$ cat src/rtl/ab_sequence_fsm_pkg.sv
// ab_sequence_fsm_pkg: state encoding and symbol constants shared by the sequence detector.
package ab_sequence_fsm_pkg;

    typedef enum logic [1:0] {
        IDLE = 2'd0,
        S1   = 2'd1,
        S2   = 2'd2,
        DET  = 2'd3
    } state_t;

    localparam logic [1:0] SYM_00 = 2'b00;
    localparam logic [1:0] SYM_01 = 2'b01;
    localparam logic [1:0] SYM_10 = 2'b10;
    localparam logic [1:0] SYM_11 = 2'b11;

endpackage

$ cat src/rtl/ab_sequence_fsm_hold_timer.sv
// hold_timer: loadable down-counter that flags when it has reached zero.
//   clk      rising-edge clock
//   rst      asynchronous active-high reset, clears the count
//   load     load load_val (takes priority over en)
//   load_val value loaded on load
//   en       decrement by one
//   zero     high while the count is zero
module hold_timer #(
    parameter int CNT_W = 8
) (
    input  logic             clk,
    input  logic             rst,
    input  logic             load,
    input  logic [CNT_W-1:0] load_val,
    input  logic             en,
    output logic             zero
);

    logic [CNT_W-1:0] cnt;

    always_ff @(posedge clk or posedge rst) begin
        if (rst)
            cnt <= '0;
        else if (load)
            cnt <= load_val;
        else if (en)
            cnt <= cnt - 1'b1;
    end

    assign zero = (cnt == '0);

endmodule

$ cat src/rtl/ab_sequence_fsm.sv
// ab_sequence_fsm: Moore detector for symbol sequence 01 -> 10 -> 11 on {A,B}, holding Out for HOLD_CYCLES cycles.
//   clk  rising-edge clock
//   rst  asynchronous active-high reset, forces IDLE and Out=0 at once
//   A    symbol bit 1 (MSB)
//   B    symbol bit 0 (LSB)
//   Out  registered detection flag, high exactly while in DET
module ab_sequence_fsm
    import ab_sequence_fsm_pkg::*;
#(
    parameter int HOLD_CYCLES = 2,
    parameter int CNT_W       = 8
) (
    input  logic clk,
    input  logic rst,
    input  logic A,
    input  logic B,
    output logic Out
);

    localparam logic [CNT_W-1:0] LOAD_VAL = CNT_W'(HOLD_CYCLES - 1);

    state_t     state, state_next;
    logic [1:0] sym;
    logic       load, en, zero, out_d;

    assign sym = {A, B};

    hold_timer #(.CNT_W(CNT_W)) u_timer (
        .clk      (clk),
        .rst      (rst),
        .load     (load),
        .load_val (LOAD_VAL),
        .en       (en),
        .zero     (zero)
    );

    always_ff @(posedge clk or posedge rst) begin
        if (rst)
            state <= IDLE;
        else
            state <= state_next;
    end

    // A 01 always restarts the match; this is the only overlap recovery.
    always_comb begin
        state_next = IDLE;
        load       = 1'b0;
        en         = 1'b0;
        case (state)
            IDLE: state_next = (sym == SYM_01) ? S1 : IDLE;
            S1:   state_next = (sym == SYM_10) ? S2 : (sym == SYM_01) ? S1 : IDLE;
            S2: begin
                state_next = (sym == SYM_11) ? DET : (sym == SYM_01) ? S1 : IDLE;
                load       = (sym == SYM_11);
            end
            // Symbols are ignored while holding; the exit edge still honours a 01.
            DET: begin
                state_next = !zero ? DET : (sym == SYM_01) ? S1 : IDLE;
                en         = !zero;
            end
            default: state_next = IDLE;
        endcase
    end

    // Out is registered from the next state so it equals (state == DET) without a decode after the flop.
    always_comb out_d = (state_next == DET);

    always_ff @(posedge clk or posedge rst) begin
        if (rst)
            Out <= 1'b0;
        else
            Out <= out_d;
    end

endmodule

$ cat config.mk
export PLATFORM = sky130hd
export DESIGN_NAME = ab_sequence_fsm
export DESIGN_NICKNAME = d
export VERILOG_FILES = /design/src/rtl/ab_sequence_fsm_pkg.sv /design/src/rtl/ab_sequence_fsm_hold_timer.sv /design/src/rtl/ab_sequence_fsm.sv
export SDC_FILE = /design/constraint.sdc
export NUM_CORES = 1
export LEC_CHECK = 0
export ABC_CLOCK_PERIOD_IN_PS = 2300
export CAP_MARGIN = 20
export CORE_AREA = 2 2 39 41
export DETAILED_ROUTE_END_ITERATION = 7
export DIE_AREA = 0 0 41 43
export PLACE_DENSITY = 0.69
export RECOVER_POWER = 25
export SKIP_LAST_GASP = 1
export SLEW_MARGIN = 0
export SYNTH_ARGS = -nofsm -noshare
export SYNTH_HDL_FRONTEND = slang
export SYNTH_HIERARCHICAL = 1
export SYNTH_SLANG_ARGS = --single-unit
$ cat constraint.sdc
create_clock -name clk -period 2.3 [get_ports clk]
set_input_delay 0.46 -clock clk [delete_from_list [all_inputs] [get_ports clk]]
set_output_delay 0.46 -clock clk [all_outputs]
set_load 0.005 [all_outputs]
==> results.md <==
- Leading register cell type out of synthesis: dfrtp_1
- Filler Cell Count: roughly 140
- Count of hold buffers inserted by post-cts repair: 0
- Critical Path Start Type: flip-flop
- Worst-Skew Late Latency: between 200 and 300 ps
- Final Worst Setup Slack: 195 ps
- Top area cells in the synthesized netlist: dfrtp_1 (43%), nand2_1 (5.3%), o21ai_0 (4.7%)
- Routed wire length per instance: 12.5 um
- Post-route fraction of the period consumed by the critical path: 91.5%
- 1st-iter DRT viols: 11
- Setup repair after global routing missed its margin: no
- Leakage component of the power: 0.353 nW
- Total setup buffers inserted after CTS: 0
- Site row count: 14
- Number of maximum-capacitance constraint violations: 0
- H-tree depth: 1
- Worst hold-check path type: in -> async
- Worst r2r path cells: 7
- Biggest area consumer among synthesized cells: dfrtp_1
- Number of instances in the synthesized netlist: ~70
- Die height: 43 um
- Synthesized cell area: 638 um2
- Post-Synthesis Mean Instance Area: 9.25 um2
- Utilization after layout: around 56%
- Pwr dens: 921 mW/mm2
- Portion of the post-synthesis area used by sequential elements: 43.1%
- Time the worst path needs with I/O delays and setup: 2110 ps
- Via-to-Cell Ratio: 5.12
- Final Hold Viols: 0
- Post-DP HPWL: 917 um
- Path type of the worst setup path: reg -> reg
- Residual overflow from global routing: 0
- Number of gates resized after CTS: 0
- Flip-flop and latch count after synthesis: 11
- Cts bufs inserted: 3
- Pre-Repair DR Iteration Count: 4
- Sink count of the clock tree: 11
- Global-route wire length before repair: 2010 um
- Final setup violation count: 0
- Outcome: complete, no violations
- Clock transition at the registers of the reported paths: roughly 80 ps
- Fraction of layout instances using a drive strength above 1: between 10% and 20%
- CTS Buffer Depth: 2
- Total global-route track usage: about 18%
- Data required time of the critical path: 2460 ps
- Worst-case register-to-register setup slack: roughly 190 ps
- Highest clock rate: 475 MHz
- Total count of max-transition violations in the final report: 0
- Capture point of the worst reg-to-reg path: u_timer/cnt[5]
- CTS root buf: clkbuf_4
- VDD IR max: around 0.00057 V
- Crit end category: flip-flop
- Width of the chip: about 40 um
- Number of top-level design ports: 5
- Maximum clock skew at final layout: between 7 and 8 ps
- CP Max Fanout: 4
- Diodes inserted: 0
- DIE AREA: 0.00176 mm2
- EDFF count, synth: 0
- Number of remaining DRC errors: 0
- Most common cell after layout, fill and taps aside: dfrtp_1
- Origin of the critical flop-to-flop path: u_timer/cnt[0]
- Setup slack after placement: 198 ps
- Number of different library cells in the post-synthesis netlist: 31
- Synth async-reset ratio: 100%
- Antenna violations before repair: 0
- Weighted congestion at the end of routability-driven global placement: 0.741
- Wire length reported by the detailed router: roughly 1300 um
- Clock tree from TritonCTS: yes
- Vias in the first global route: 500
- Core area: between 0.001 and 0.0015 mm2
- Count of port buffers added during placement: 4
- Starting utilization of the core area: 46.1%
- Number of vias in the routed layout: 517
- Largest net degree at the start of global routing: 12
- Data arrival time of the worst path: 2260 ps
- Number of nets with antenna violations after routing: 0
- Area growth syn-to-layout: 20.6%
- Nets: 92
- Post-synth top area share: 43.1%
- Commonest non-fill, non-tap cells in the layout: dfrtp_1 (11), nand2_1 (9), inv_1 (8), conb_1 (8), o21ai_0 (6)
- Total negative slack: 0 ps
- Count of warnings emitted by yosys: 6
synth_stat cells, drive strengths merged (2+ instances only):
master and number:
a311o 2, clkbuf 2, conb 2, dfrtp 11, ha 2, inv 8
nand2 9, nor2 2, o21ai 6, or4 2, xnor2 3
state kept, by name, summed over array words and instances, names as in the netlist:
signal       count
Out              1
state            2
u_timer/cnt      8
metrics by stage:
stage	cell area [um2]	std cells	total power, mW	hold slack [ps]
floorplan	661	75	0.503	214
global placement	743	97	0.568	527
detailed placement	743	97	0.577	532
CTS	769	101	0.714	381
global route	769	101	0.762	523
finish	769	101	0.709	514
logic make-up (layout without fill, tap and decap cells):
group                      after synthesis  count (layout)  share of synthesized area (%)
buffers and inverters                   10              20                           5.88
adders and majority gates                2               2                           3.92
other                                    2               8                           1.18
muxes                                    1               1                           1.57
AOI/OAI and AO/OA                       12              12                           12.9
and+or+nand+nor                         27              27                           25.9
DFF                                     11              11                           43.1
xor gates and xnor gates                 4               4                           5.49
power by group:
group	switching (mW)	internal, mW	total (mW)
Combinational	0.107	0.117	0.224
Clock	0.0660	0.0671	0.133
Sequential	0.0824	0.269	0.352
worst max-delay path: stages (launching register included):
cell and delay, ps:
dfrtp_1 430, inv_1 90, ha_1 200, and4_1 180, and3b_2 230, nor3b_1 400, a21oi_1 140, a311o_1 330
per-layer routing:
layer / up-vias / share of wire (%) / track usage (%) / wire length, um
met5: - / 0 / 0 / 0
met3: 2 / 3.5 / 3.14 / 44
met4: 0 / 0.71 / 12.0 / 9
li1: 263 / - / - / -
met1: 241 / 47 / 20.9 / 587
met2: 11 / 49 / 27.2 / 619
layout make-up:
class	instances	area, um2	share of cell area, %
Clock buffer	4	26.3	3.41
Inverter	8	30.0	3.90
Multi-Input combinational cell	54	348	45.2
Sequential cell	11	275	35.8
Tap cell	16	20.0	2.60
Timing Repair Buffer	8	70.1	9.11
worst max-delay path by stage:
| stage | slack, ps | to | from |
|---|---|---|---|
| after global placement | 260 | u_timer/cnt[5] | A |
| after CTS | 210 | u_timer/cnt[5] | u_timer/cnt[0] |
| after detailed placement | 200 | u_timer/cnt[5] | u_timer/cnt[0] |
| final | 190 | u_timer/cnt[5] | u_timer/cnt[0] |
| after floorplan | 340 | u_timer/cnt[5] | u_timer/cnt[0] |
| after global routing | 100 | u_timer/cnt[5] | u_timer/cnt[0] |
No activity file was read; power rests on OpenSTA's default activity.
